### config.mk
export PLATFORM = sky130hd
export DESIGN_NAME = debug_mem_reader
export DESIGN_NICKNAME = d
export VERILOG_FILES = /design/src/rtl/debug_mem_reader.sv
export SDC_FILE = /design/constraint.sdc
export NUM_CORES = 1
export LEC_CHECK = 0
export BUFFER_PORTS_ARGS = -buffer_cell sky130_fd_sc_hd__buf_2
export CAP_MARGIN = 30
export CELL_PAD_IN_SITES_DETAIL_PLACEMENT = 2
export CELL_PAD_IN_SITES_GLOBAL_PLACEMENT = 2
export CORE_MARGIN = 5
export CORE_UTILIZATION = 40
export DETAILED_ROUTE_END_ITERATION = 16
export PLACE_DENSITY_LB_ADDON = 0.1
export SLEW_MARGIN = 0
export SYNTH_ARGS = -nofsm -noshare
export SYNTH_HDL_FRONTEND = slang
export SYNTH_SLANG_ARGS = --single-unit
### constraint.sdc
create_clock -name clk -period 3.2 [get_ports clk]
set_input_delay 0.64 -clock clk [delete_from_list [all_inputs] [get_ports clk]]
set_output_delay 0.64 -clock clk [all_outputs]
set_load 0.02 [all_outputs]
### src/rtl/debug_mem_reader.sv
// debug_mem_reader: reader end of the debug address sweep.
// Walks a synchronous debug RAM (1-cycle read latency) from address 0 to
// LENGTH-1 and streams {addr, data, last} through a small output FIFO.
// Read issue is credit-gated, so a returning word always has a FIFO slot.
// Optional feature macro: DEBUG_MEM_READER_CHKSUM_EN adds a running XOR
// checksum output of all words handshaken in the current sweep.
//
// state | meaning
// IDLE  | waiting for start; outputs quiet
// ISSUE | issuing reads 0..LENGTH-1 as credit allows
// DRAIN | all reads issued; waiting for the last word to handshake
module debug_mem_reader #(
  parameter int LENGTH     = 12000,
  parameter int WIDTH      = $clog2(LENGTH),
  parameter int DW         = 32,
  parameter int FIFO_DEPTH = 4
) (
  input  logic             clk,
  input  logic             rstn,
  input  logic             start,
  output logic             busy,
  output logic             done,
  output logic             mem_re,
  output logic [WIDTH-1:0] mem_addr,
  input  logic [DW-1:0]    mem_rdata,
  output logic             m_valid,
  input  logic             m_ready,
  output logic [WIDTH-1:0] m_addr,
  output logic [DW-1:0]    m_data,
  output logic             m_last
`ifdef DEBUG_MEM_READER_CHKSUM_EN
  ,
  output logic [DW-1:0]    chksum
`endif
);

  localparam int PW = (FIFO_DEPTH > 1) ? $clog2(FIFO_DEPTH) : 1;
  localparam int CW = PW + 2;
  localparam logic [WIDTH-1:0] LAST_ADDR = WIDTH'(LENGTH - 1);
  localparam logic [CW-1:0]    DEPTH_C   = CW'(FIFO_DEPTH);

  typedef enum logic [1:0] {
    IDLE  = 2'd0,
    ISSUE = 2'd1,
    DRAIN = 2'd2
  } state_t;

  state_t state;

  logic             inflight;
  logic [WIDTH-1:0] addr_d;

  logic [WIDTH-1:0] fifo_addr [FIFO_DEPTH];
  logic [DW-1:0]    fifo_data [FIFO_DEPTH];
  logic             fifo_last [FIFO_DEPTH];
  logic [PW-1:0]    wr_ptr;
  logic [PW-1:0]    rd_ptr;
  logic [CW-1:0]    count;

  logic [CW-1:0]    credit;
  logic [CW-1:0]    credit_next;
  logic             push;
  logic             pop;
  logic             push_last;

  // The word returning this cycle belongs to the read issued last cycle.
  assign push      = inflight;
  assign push_last = (addr_d == LAST_ADDR);

  assign m_valid = (count != '0);
  assign pop     = m_valid & m_ready;
  assign m_addr  = fifo_addr[rd_ptr];
  assign m_data  = fifo_data[rd_ptr];
  assign m_last  = fifo_last[rd_ptr];

  // Credit now, and the credit the next cycle will see: the read issued now
  // consumes a slot, a pop now frees one. mem_re is registered from the latter.
  always_comb begin
    credit      = DEPTH_C - count - CW'(inflight);
    credit_next = credit - CW'(mem_re) + CW'(pop);
  end

  // Sweep sequencer: state, read issue and address walk, busy/done.
  always_ff @(posedge clk or negedge rstn) begin
    if (!rstn) begin
      state    <= IDLE;
      busy     <= 1'b0;
      done     <= 1'b0;
      mem_re   <= 1'b0;
      mem_addr <= '0;
    end else begin
      done <= 1'b0;
      case (state)
        IDLE: begin
          if (start) begin
            state    <= ISSUE;
            busy     <= 1'b1;
            mem_addr <= '0;
            mem_re   <= (credit_next != '0);
          end
        end
        ISSUE: begin
          if (mem_re && (mem_addr == LAST_ADDR)) begin
            // Final read going out now; hold the address, stop issuing.
            state  <= DRAIN;
            mem_re <= 1'b0;
          end else begin
            if (mem_re) begin
              mem_addr <= mem_addr + WIDTH'(1);
            end
            mem_re <= (credit_next != '0);
          end
        end
        DRAIN: begin
          if (pop && m_last) begin
            state <= IDLE;
            busy  <= 1'b0;
            done  <= 1'b1;
          end
        end
        default: begin
          state  <= IDLE;
          busy   <= 1'b0;
          mem_re <= 1'b0;
        end
      endcase
    end
  end

  // Return path: remember which address the outstanding read targets.
  always_ff @(posedge clk or negedge rstn) begin
    if (!rstn) begin
      inflight <= 1'b0;
      addr_d   <= '0;
    end else begin
      inflight <= mem_re;
      if (mem_re) begin
        addr_d <= mem_addr;
      end
    end
  end

  // Output FIFO; storage is cleared on reset so the head reads as zero.
  always_ff @(posedge clk or negedge rstn) begin
    if (!rstn) begin
      wr_ptr <= '0;
      rd_ptr <= '0;
      count  <= '0;
      for (int i = 0; i < FIFO_DEPTH; i++) begin
        fifo_addr[i] <= '0;
        fifo_data[i] <= '0;
        fifo_last[i] <= 1'b0;
      end
    end else begin
      if (push) begin
        fifo_addr[wr_ptr] <= addr_d;
        fifo_data[wr_ptr] <= mem_rdata;
        fifo_last[wr_ptr] <= push_last;
        wr_ptr            <= wr_ptr + PW'(1);
      end
      if (pop) begin
        rd_ptr <= rd_ptr + PW'(1);
      end
      case ({push, pop})
        2'b10:   count <= count + CW'(1);
        2'b01:   count <= count - CW'(1);
        default: count <= count;
      endcase
    end
  end

`ifdef DEBUG_MEM_READER_CHKSUM_EN
  // Running XOR of handshaken words; restarts on an accepted start.
  always_ff @(posedge clk or negedge rstn) begin
    if (!rstn) begin
      chksum <= '0;
    end else if ((state == IDLE) && start) begin
      chksum <= '0;
    end else if (pop) begin
      chksum <= chksum ^ m_data;
    end
  end
`endif

endmodule

* Word-level counts from Yosys, hierarchy flattened
Index checks and enable logic that the tools add are counted.
Cells by class: add/sub/neg operators 9, magnitude comparators 3, eq/ne operators 11, multiplexer cells 35, bitwise logic cells 5, reductions and logical operators 12
Operators by type and width (number):
- $bwmux W128 | 1
- $mux W32 | 3
- $mux W14 | 6
- $bmux W32 S2 | 1
- $demux W32 S2 | 1
- $bwmux W56 | 1
- $bmux W14 S2 | 1
- $demux W14 S2 | 1
- $eq A14 B14 Y1 const B | 2
- $pmux W14 S2 | 1
- $add A14 B1 Y14 const B | 1
- $ne A2 B2 Y1 const B | 5
- $mux W1 | 9
- $pmux W4 S2 | 1
- $reduce_bool A4 Y1 | 2
- $sub A4 B1 Y4 | 2
- $ge A3 B3 Y1 const B | 2
- $mux W2 | 3
- $not A2 Y3 | 2
- $pmux W1 S3 | 2
- $pmux W2 S3 | 1
- $reduce_and A3 Y1 | 2
- $add A2 B1 Y2 const B | 2
- $add A4 B1 Y4 | 1
- 16 further kinds | 22
Word-level totals: register bits after elaboration 230, output and inout port bits 65, word-level logic and storage cells 97

* Logic depth before layout (Yosys ltp)
depth in word-level cells 7, depth in mapped cells 10

* Worst setup path after synthesis
Ideal clock, no wire load.
kind register to register, start point register count[0], end point register mem_re, arrival time 2.470 ns, data required time 3.066 ns, setup slack 0.596 ns, cell stages (with the launch flop) 11, buffers on the path 0, clock period less this slack 2.604 ns, cells stage by stage dfrtp_1 -> or4_1 -> nand2_1 -> fa_1 -> inv_1 -> ha_1 -> fa_1 -> xor2_1 -> nand3_1 -> mux2i_1 -> o21ai_0
On the way: elaborated cells on any way between the ends 10, those cells by class add/sub: 4; mux: 3; bitwise: 1; reduce/logical: 2
RTL lines:
- from (decl) | line 58 | logic [CW-1:0] count;
- from (signal assigned) | line 165 | 2'b10: count <= count + CW'(1);
- from (signal assigned) | line 166 | 2'b01: count <= count - CW'(1);
- from (signal assigned) | line 167 | default: count <= count;
- $reduce_bool A4 Y1 (*) | line 70 | assign m_valid = (count != '0);
- named net m_valid | line 26 | output logic m_valid,
- $and A1 B1 Y1 (*) | line 71 | assign pop = m_valid & m_ready;
- $add A4 B1 Y4 (*) | line 80 | credit_next = credit - CW'(mem_re) + CW'(pop);
- $reduce_bool A4 Y1 (*) | line 99, 111
- $mux W1 (on tied branches) | line 103, 95
- $pmux W1 S3 (*) | line 93 | case (state)
- to (signal assigned) | line 99 | mem_re <= (credit_next != '0);
- to (signal assigned) | line 111 | mem_re <= (credit_next != '0);
- to (decl) | line 23 | output logic mem_re,
The timed path passes the listed nets; every way through them passes the cells marked *. The select of a mux whose other input is x is not followed. A chain may end at the register's enable or synchronous reset.

* Worst setup path after layout
start point register rd_ptr[0], end point output port m_addr[4]
On the way: word-level cells in the longest chain between the ends 4
Ends and longest elaborated chain:
- from (decl) | line 57 | logic [PW-1:0] rd_ptr;
- from (signal assigned) | line 162 | rd_ptr <= rd_ptr + PW'(1);
- $not A2 Y3 (implied by the code) | line 72 | assign m_addr = fifo_addr[rd_ptr];
- $bmux W14 S2 | line 72
- $mux W14 (implied by the code) (2 in a row) | line 72
- to (decl) | line 28 | output logic [WIDTH-1:0] m_addr,
Every way passes these cells. The select of a mux whose other input is x is not followed.

==> flow_summary.ini <==
[worst_setup_path]
r2r_cells = 10
cp-endpoint = m_addr[4]
cp_data_arrival_time_ps = 2300
crit_fanout = 18
crit_path_max_incr_delay_ps = 690
crit_path_cell_trace = buf_4 -> mux4_2 -> buf_2
path_depth = 3
required_ps = 2560
crit_family = flip-flops
cp_num_buf_inv = 2
critical_path.startpoint = rd_ptr[0]
rr_startpoint = count[0]
timing.reg2reg.setup_slack_ps = 470
crit_path_start_kind = flip-flop
cpMaxStageDelayCell = dfrtp_4
r2r-end = mem_re
crit_type = flip-flop to primary output
timing.critical_path.to_type = primary output

[finish]
area_growth_syn_to_layout_pct = 18.6
fillCellCount = 2344
register_area_um2 = 5760
insertedDiodeCount = 0
most_common_cell_after_layout_fill_and_taps_aside = dfrtp_1
final_layout_size_suffix_gt1_share_pct = 53.4
most-common-layout-cells = dfrtp_1 (228), mux2_2 (202), buf_2 (99)
multi_input_gate_area_um2 = 4290
design.final.nets = 830

[cts]
clkTransAtPathRegs_ps = 60
cts_made_buffers = 27
clock-sinks = 230
ctsResizeCount = 0
clock_tree.htree_level_count = 1
cts-root-to-sink-buffers = 3
postCtsHoldBufs = 0
clock_tree_from_tritoncts = yes
clk_latency_ps = 520
clock_tree.root_cell = clkbuf_16
post_cts_buffers = 0

[synth]
ys_ff_latch = 230
synth.avg_cell_area_um2 = 15.3
synth-async-reset-ratio_pct = 100
post_synth_xor_area_fraction_pct = 0.597
synthAdderAreaFrac_pct = 1.93
syn_area_um2 = 10300
synth-seq-area-share_pct = 56.0
synth-warning-count = 0
synth_compound_gate_area_share_pct = 2.69
ys.flop_type = dfrtp_1
synth.area.mux_share_pct = 33.0
syn-num-nets = 721
synthDistinctLibCells = 42
synth_top_family_by_area = multiplexers
synth_edf_count = 0
yosys.area_share.simple_pct = 3.46
syn_inst = 671

[min_path]
hold_path_class = input port to async pin

[route]
first_iter_violations = 269
via_count = 6107
detail_route.wl_per_cell_um = 22.7
via_per_inst = 5.40
routed_wl_mm = 25.7
drc_errors = 0
detail-route-antenna-nets = 0
detailedRoute.firstPassIterationCount = 4

[floorplan]
die_width_um = 170
floorplan.die_area_um2 = 29000
fp-row-count = 58
core-area_um2 = 25300
dieHeight_um = 170
floorplan.initialDensity_pct = 40.7
io_count = 101

[timing]
timing.clock.skew_ps = 15.5
rsz0062_at_grt = no
fin_ws_ps = 262
final-max-slew-violation-count = 0
setup_tns_ps = 0
final_setup_violating_endpoints = 0
finalHoldWorstSlack_ps = 158
hold_viol_final = 0
period_minus_slack_ps = 2940
fmax_mhz = 340
slew-limit-headroom_pct = 39.2
worst-slew-pin-transition_ps = 912
fin_crit_sh_pct = 91.8

[global_route]
grt_antenna_before_repair = 0
gr-total-overflow = 0
grt_pass1_wl_mm = 41.6
pin_count_of_the_biggest_net_entering_global_routing = 111
grt.total_usage_pct = 18.1
grt_pass1_vias = 7151

[power]
total_power_mw = 15.0
vdd_ir_drop_max_v = 0.000551
total_leakage_power_nw = 5.33
power-per-cell-area_nw_per_um2 = 1240

[flow_run]
timing.max_cap.violations = 0

[placement]
placement.io_buffers = 100
preCtsSetupSlack_ps = 527
detailed_place_hpwl_mm = 16.8
routability_congestion_estimate_from_global_placement = 0.714

[status]
run_status = finished clean
worst min path at each step:
stage,startpoint,depth (start not counted),slack [ps],end
2_1_floorplan,rstn,0,340,addr_d[0]
3_3_place_gp,fifo_data[57],1,480,fifo_data[57]
3_5_place_dp,fifo_data[90],1,490,fifo_data[90]
4_1_cts,rstn,1,230,fifo_data[0]
5_1_grt,rstn,1,280,fifo_addr[36]
6_report,rstn,1,160,fifo_data[96]
state kept, by name, summed over array words and instances, names as in the netlist:
register,cells
addr_d,14
busy,1
count,4
done,1
fifo_addr,56
fifo_data,128
fifo_last,4
inflight,1
mem_addr,14
mem_re,1
rd_ptr,2
state,2
wr_ptr,2
per-stage QoR:
stage	area [µm²]	util [%]	cells
2_1_floorplan	10300	-	671
3_3_place_gp	11200	44.5	1081
3_5_place_dp	11200	44.5	1081
4_1_cts	12200	48.2	1130
5_1_grt	12200	48.2	1130
6_report	12200	48.2	1130
worst register-to-register path, cell delays in order (launching register included):
cell,delay [ps]
dfrtp_1,420
or4_1,610
nand2_1,200
fa_1,200
inv_1,50
ha_1,180
fa_1,460
nor2_1,130
nand3_1,110
mux2i_1,130
o21ai_0,90
logic make-up after synthesis:
logic type                 Yosys count
muxes                              255
xor gates and xnor gates             7
adders and majority gates           14
AOI/OAI and AO/OA                   44
and+or+nand+nor                     65
DFF                                230
buffers and inverters               56
layer usage:
layer	wire, µm	share of wire [%]	up-vias	track usage [%]
li1	-	-	2717	-
met1	11400	44	3272	25.0
met2	13100	51	88	31.3
met3	787	3.1	30	2.53
met4	401	1.6	0	3.23
met5	0	0	-	0
cell usage after synthesis (all sizes together) (2+ instances only):
cell type	n	area share, %
nor2b	2	0.12
or4	2	0.18
xnor2	4	0.34
nand3	9	0.44
nand4	3	0.18
nor4	4	0.39
xor2	3	0.26
o21ai	16	0.82
inv	15	0.55
and3	3	0.18
fa	3	0.58
mux2i	6	0.58
nand4b	3	0.26
mux2	202	22
a31oi	19	1.2
buf	11	0.58
nor2	7	0.26
dfrtp	230	56
nand2	23	0.84
or3	2	0.12
ha	11	1.3
a41oi	2	0.17
clkbuf	30	1.1
mux4	47	10
nor3	2	0.097
cell type report:
| cell class | instances | area share [%] |
|---|---|---|
| inverters | 15 | 0.462 |
| flip-flops and latches | 230 | 47.3 |
| clock buffers | 39 | 6.58 |
| clock inverters | 10 | 1.08 |
| repair buffers | 121 | 5.90 |
| multi-input cells | 385 | 35.3 |
| well taps | 330 | 3.39 |
power breakdown:
part	switching (mW)	internal (mW)	total, mW	leakage (nW)
Clock	1.19	1.97	3.16	0.461
Combinational	3.15	3.33	6.48	2.15
Sequential	1.07	4.34	5.41	2.72
Total	5.41	9.63	15.0	5.33
(Power assumes the default switching activity.)
